<file path="src/rtl/ps2_mouse_packet.sv">
// PS/2 mouse packet assembler: collects three-byte movement packets, decodes
// buttons and signed deltas, and maintains a clamped screen-space cursor.
module ps2_mouse_packet #(
    parameter int unsigned TIMEOUT_CYCLES = 50000,
    parameter int unsigned XMAX           = 255,
    parameter int unsigned YMAX           = 191
) (
    input  logic       clk,
    input  logic       rst,
    input  logic       byte_valid,
    input  logic [7:0] data,
    output logic [2:0] buttons,
    output logic [8:0] dx,
    output logic [8:0] dy,
    output logic [7:0] xpos,
    output logic [7:0] ypos,
    output logic       packet_ready,
    output logic       sync_err
);

    // Counter only needs to reach TIMEOUT_CYCLES-1; the idle cycle that would
    // reach the limit is the one that abandons the packet.
    localparam int unsigned CNT_W = (TIMEOUT_CYCLES < 2) ? 1 : $clog2(TIMEOUT_CYCLES);
    localparam logic [CNT_W-1:0] CNT_LAST = CNT_W'(TIMEOUT_CYCLES - 1);
    localparam logic [7:0] XPOS_RST = 8'(XMAX / 2);
    localparam logic [7:0] YPOS_RST = 8'(YMAX / 2);
    localparam logic [9:0] XMAX_10  = 10'(XMAX);
    localparam logic [9:0] YMAX_10  = 10'(YMAX);

    typedef enum logic [1:0] {
        WAIT0 = 2'd0,
        WAIT1 = 2'd1,
        WAIT2 = 2'd2
    } state_t;

    state_t           state, state_n;
    logic [CNT_W-1:0] cnt, cnt_n;
    logic [7:0]       byte0_q, byte0_n;
    logic [7:0]       byte1_q, byte1_n;
    logic [2:0]       buttons_n;
    logic [8:0]       dx_n, dy_n;
    logic [7:0]       xpos_n, ypos_n;
    logic             packet_ready_n, sync_err_n;

    logic [8:0]       pkt_dx, pkt_dy;
    logic [10:0]      x_sum, y_sum;
    logic [7:0]       x_clamp, y_clamp;
    logic             unused_sync_bit;

    // Bit 3 of byte0 is only a framing marker, consumed before latching.
    assign unused_sync_bit = byte0_q[3];

    // State and registered outputs
    always_ff @(posedge clk) begin
        if (rst) begin
            state        <= WAIT0;
            cnt          <= '0;
            byte0_q      <= '0;
            byte1_q      <= '0;
            buttons      <= '0;
            dx           <= '0;
            dy           <= '0;
            xpos         <= XPOS_RST;
            ypos         <= YPOS_RST;
            packet_ready <= 1'b0;
            sync_err     <= 1'b0;
        end else begin
            state        <= state_n;
            cnt          <= cnt_n;
            byte0_q      <= byte0_n;
            byte1_q      <= byte1_n;
            buttons      <= buttons_n;
            dx           <= dx_n;
            dy           <= dy_n;
            xpos         <= xpos_n;
            ypos         <= ypos_n;
            packet_ready <= packet_ready_n;
            sync_err     <= sync_err_n;
        end
    end

    // Packet decode and cursor update, evaluated with data as byte2
    always_comb begin
        pkt_dx = byte0_q[6] ? 9'd0 : {byte0_q[4], byte1_q};
        pkt_dy = byte0_q[7] ? 9'd0 : {byte0_q[5], data};
        x_sum  = {3'b000, xpos} + {{2{pkt_dx[8]}}, pkt_dx};
        y_sum  = {3'b000, ypos} - {{2{pkt_dy[8]}}, pkt_dy};

        if (x_sum[10])
            x_clamp = 8'd0;
        else if (x_sum[9:0] > XMAX_10)
            x_clamp = XMAX_10[7:0];
        else
            x_clamp = x_sum[7:0];

        if (y_sum[10])
            y_clamp = 8'd0;
        else if (y_sum[9:0] > YMAX_10)
            y_clamp = YMAX_10[7:0];
        else
            y_clamp = y_sum[7:0];
    end

    // Next-state and output logic
    always_comb begin
        state_n        = state;
        cnt_n          = cnt;
        byte0_n        = byte0_q;
        byte1_n        = byte1_q;
        buttons_n      = buttons;
        dx_n           = dx;
        dy_n           = dy;
        xpos_n         = xpos;
        ypos_n         = ypos;
        packet_ready_n = 1'b0;
        sync_err_n     = 1'b0;

        case (state)
            WAIT0: begin
                cnt_n = '0;
                if (byte_valid) begin
                    if (data[3]) begin
                        byte0_n = data;
                        state_n = WAIT1;
                    end else begin
                        sync_err_n = 1'b1;
                    end
                end
            end
            WAIT1: begin
                if (byte_valid) begin
                    byte1_n = data;
                    cnt_n   = '0;
                    state_n = WAIT2;
                end else if (cnt == CNT_LAST) begin
                    cnt_n   = '0;
                    state_n = WAIT0;
                end else begin
                    cnt_n = cnt + CNT_W'(1);
                end
            end
            WAIT2: begin
                if (byte_valid) begin
                    cnt_n          = '0;
                    state_n        = WAIT0;
                    buttons_n      = byte0_q[2:0];
                    dx_n           = pkt_dx;
                    dy_n           = pkt_dy;
                    xpos_n         = x_clamp;
                    ypos_n         = y_clamp;
                    packet_ready_n = 1'b1;
                end else if (cnt == CNT_LAST) begin
                    cnt_n   = '0;
                    state_n = WAIT0;
                end else begin
                    cnt_n = cnt + CNT_W'(1);
                end
            end
            default: begin
                cnt_n   = '0;
                state_n = WAIT0;
            end
        endcase
    end

endmodule

</file>
<file path="config.mk">
export PLATFORM = sky130hd
export DESIGN_NAME = ps2_mouse_packet
export DESIGN_NICKNAME = d
export VERILOG_FILES = /design/src/rtl/ps2_mouse_packet.sv
export SDC_FILE = /design/constraint.sdc
export NUM_CORES = 1
export LEC_CHECK = 0
export BUFFER_PORTS_ARGS = -buffer_cell sky130_fd_sc_hd__clkbuf_2
export CORE_MARGIN = 2
export CORE_UTILIZATION = 35
export DETAILED_ROUTE_END_ITERATION = 8
export HOLD_SLACK_MARGIN = 0.15
export PLACE_DENSITY = 0.64
export SLEW_MARGIN = 10
export SYNTH_ARGS = -nofsm -noshare
export SYNTH_HDL_FRONTEND = slang
export SYNTH_SLANG_ARGS = --single-unit
export TNS_END_PERCENT = 30
</file>
<file path="constraint.sdc">
create_clock -name clk -period 6.5 [get_ports clk]
set_input_delay 1.3 -clock clk [delete_from_list [all_inputs] [get_ports clk]]
set_output_delay 1.3 -clock clk [all_outputs]
set_load 0.1 [all_outputs]
</file>
==> results.py <==
metrics = {
    "floorplan": {
        "io_pins": 50,
        "initial_core_util_pct": 36.0,
        "fp-row-count": 37,
        "die_h_um": 107,
        "core-area_um2": 10300,
        "die_area_um2": 11400,
        "die-width_um": 107,
    },
    "timing": {
        "hold_viol_final": 0,
        "max-slew-margin-rel_pct": 61.2,
        "worst_clock_skew_ps": 11.0,
        "rsz0062_at_grt": "no",
        "fmax_ghz": 0.300,
        "setup_violations": 0,
        "finalCritPeriodShare_pct": 51.2,
        "fin_ws_ps": 3170,
        "tns_ps": 0,
        "maxSlewViolCount": 0,
        "fin_crit_ps": 3330,
        "worst_pin_slew_ps": 582,
    },
    "placed_design": {
        "finalWeightedCongestion": 0.861,
        "port_buffers": 49,
        "hpwlAfterDp_um": 6310,
        "place_ws_ps": 2830,
    },
    "power_and_ir_drop": {
        "p_leak_nw": 1.69,
        "ir_worst_vdd_uv": 93.9,
        "pwr_density_cell_nw_per_um2": 210,
    },
    "route": {
        "vias": 3261,
        "wirelength_um": 8640,
        "firstDrtPassIters": 4,
        "drt.antenna.violating_nets": 0,
        "wl_per_cell_um": 13.6,
        "drc": 0,
        "drt_iter0_drc": 172,
        "drt-vias-per-instance": 5.15,
    },
    "global_routing": {
        "grt.met3_usage_pct": 3.47,
        "use_met1_pct": 21.2,
        "grt.met2_usage_pct": 26.0,
        "grt.overflow.total": 0,
        "grt_pass1_vias": 3173,
        "grtUsageTotal_pct": 16.2,
        "grt_pass1_wl_um": 14900,
        "antenna_found_initial": 0,
        "grt_max_degree": 58,
        "grt.busiest_layer": "met2",
    },
    "clocking": {
        "cts_buffer_depth": 2,
        "cts_resized": 0,
        "clkSinkCount": 72,
        "worstSkewPairLatency_ps": 340,
        "cts_tree": "built",
        "htree_levels": 3,
        "cts_hold_buffers": 0,
        "cts_made_buffers": 9,
        "post-cts-setup-buffer-count": 0,
        "clk_pin_slew_worst_paths_ps": 70,
        "cts_root_buf": "clkbuf_8",
    },
    "setup_path": {
        "cpMaxStageDelayCell": "fa_1",
        "cp_max_fo": 8,
        "timing.rr.start": "byte0_q[6]",
        "ff2ff_setup_slack_ps": 3530,
        "r2r_end": "xpos[0]",
        "slowest_delay_ps": 400,
        "critPathRequiredTime_ps": 6730,
        "crit_chain": "clkbuf_2 -> nor2b_1 -> ha_1 -> fa_1 -> nand2b_1 -> a21oi_2 -> nor3_1 -> or2_2 -> o211a_2 -> a221o_1",
        "worst_setup_path_end_kind": "flip-flop",
        "worstPathArrival_ps": 3560,
        "start_kind": "input pin",
        "critPathKind": "input pin to flip-flop",
        "worstRegToRegCells": 10,
    },
    "layout": {
        "final_layout_size_suffix_gt1_share_pct": 15.3,
        "nets": 528,
        "fillers": 1049,
        "final-seq-area_um2": 1440,
        "synthToLayoutAreaGrowth_pct": 14.2,
        "antenna_cells": 0,
        "multiInputGateArea_um2": 2120,
    },
    "min_path": {
        "min-delay-start": "cnt[0]",
        "holdPathStages": 1,
        "hp-class": "flip-flop to flip-flop",
        "holdPathEnd": "cnt[0]",
    },
    "yosys": {
        "synthArstFlopShare_pct": 0,
        "yosysSeqAreaShare_pct": 39.0,
        "synth_fp_nets": 487,
        "syn_area_per_cell_um2": 8.18,
        "ys_seq_elements": 72,
        "netlist_instances": 452,
        "ys.flop_type": "dfxtp_1",
        "yosysWarningCount": 0,
        "post-synth-top-area-fraction_pct": 39.0,
        "synth_top_cell_by_area": "dfxtp_1",
        "synth_area_um2": 3700,
        "ys_top_cells_by_area": "dfxtp_1, a21oi_1, ha_1, nand2_1, nor2_1",
        "synth_edf_count": 0,
        "synth.distinct_cells": 56,
    },
    "run": {
        "drv_cap": 0,
    },
    "status": {
        "run_status": "complete, no violations",
    },
}
==> layout by cell type, fill, tap and decap left out, drive strengths merged, types with 2 or more instances in the layout <==
cell	n
dfxtp	72
clkbuf	61
a21oi	60
nand2	52
nor2	51
ha	22
nand3	20
o21ai	19
inv	14
nand2b	13
xor2	11
nor2b	10
xnor2	10
mux2i	8
nand4	7
a211oi	5
o21a	4
nor3	4
a221oi	4
a21o	4
o21bai	3
or3	3
buf	3
and2	3
or2	3
or4b	2
and4	2
o211ai	2
fa	2
clkinv	2
nand3b	2
==> cell usage after synthesis (2+ instances only) <==
| library cell | n |
|---|---|
| or2_2 | 2 |
| a221oi_1 | 4 |
| or4b_1 | 2 |
| nand4_1 | 7 |
| fa_1 | 2 |
| a21oi_1 | 58 |
| nor2b_1 | 10 |
| and2_1 | 2 |
| or3_1 | 3 |
| o21a_1 | 4 |
| nand2_1 | 52 |
| xnor2_1 | 10 |
| and4_1 | 2 |
| o211ai_1 | 2 |
| nand3_1 | 20 |
| dfxtp_1 | 72 |
| clkbuf_1 | 18 |
| xor2_1 | 11 |
| nor2_1 | 50 |
| nor3_1 | 4 |
| o21bai_1 | 3 |
| o21ai_0 | 18 |
| a21oi_2 | 2 |
| nand2b_1 | 13 |
| a21o_1 | 3 |
| a211oi_1 | 5 |
| ha_1 | 22 |
| buf_1 | 3 |
| mux2i_1 | 8 |
| inv_1 | 14 |
==> state kept, by name, indices dropped and copies added, names as in the netlist, 3 cells and up <==
signal / count
buttons: 3
byte0_q: 7
byte1_q: 8
cnt: 16
dx: 9
dy: 9
xpos: 8
ypos: 8
==> cells by family after synthesis <==
kind of cell	Yosys count	synth area share [%]
adder cells (fa/ha/maj)	24	8.53
buffers and inverters	36	3.76
multiplexers	8	2.17
XOR/XNOR	21	4.97
flip-flops	72	39.0
AO/OA/AOI/OAI	112	18.2
AND/OR/NAND/NOR	179	23.4
==> worst max-delay path by stage <==
| stage | from | endpoint |
|---|---|---|
| floorplan | data[0] | ypos[6] |
| global placement | data[0] | ypos[6] |
| detailed placement | data[0] | ypos[6] |
| CTS | data[0] | ypos[6] |
| global route | data[0] | ypos[6] |
| finish | data[0] | ypos[6] |
==> worst max-delay path, delay by kind of cell <==
kind | cells | cell delay (ps)
adders and majority gates | 2 | 630
and+or+nand+nor | 4 | 710
AOI/OAI and AO/OA | 3 | 810
buffers and inverters | 1 | 100
==> metal layers <==
layer  wire length (µm)  vias up
li1                   -     1643
met1               4020     1518
met2               4080       84
met3                350       16
met4                186        0
met5                  0        -
==> stage by stage <==
stage	util (%)	power, mW	std cells	hold slack [ps]	cell area (µm²)
after floorplan	-	0.554	452	417	3700
after global placement	39.4	0.577	618	429	4050
after detailed placement	39.4	0.579	618	441	4050
after CTS	41.1	0.898	633	452	4220
after global routing	41.1	0.931	633	471	4220
final	41.1	0.887	633	446	4220
==> layout make-up <==
type,instances,share of cell area [%]
clock inverters,3,0.415
repair buffers,52,6.34
inverters,14,1.24
multi-input cells,344,50.1
well taps,136,4.03
flip-flops and latches,72,34.1
clock buffers,12,3.68
==> power by group <==
part	internal [mW]	switching [mW]	total (mW)	leakage, nW
Combinational	0.0418	0.0764	0.118	1.01
Sequential	0.447	0.00525	0.452	0.582
Clock	0.156	0.160	0.316	0.0882
Total	0.645	0.241	0.887	1.69
Power figures use the tool's default switching activity.
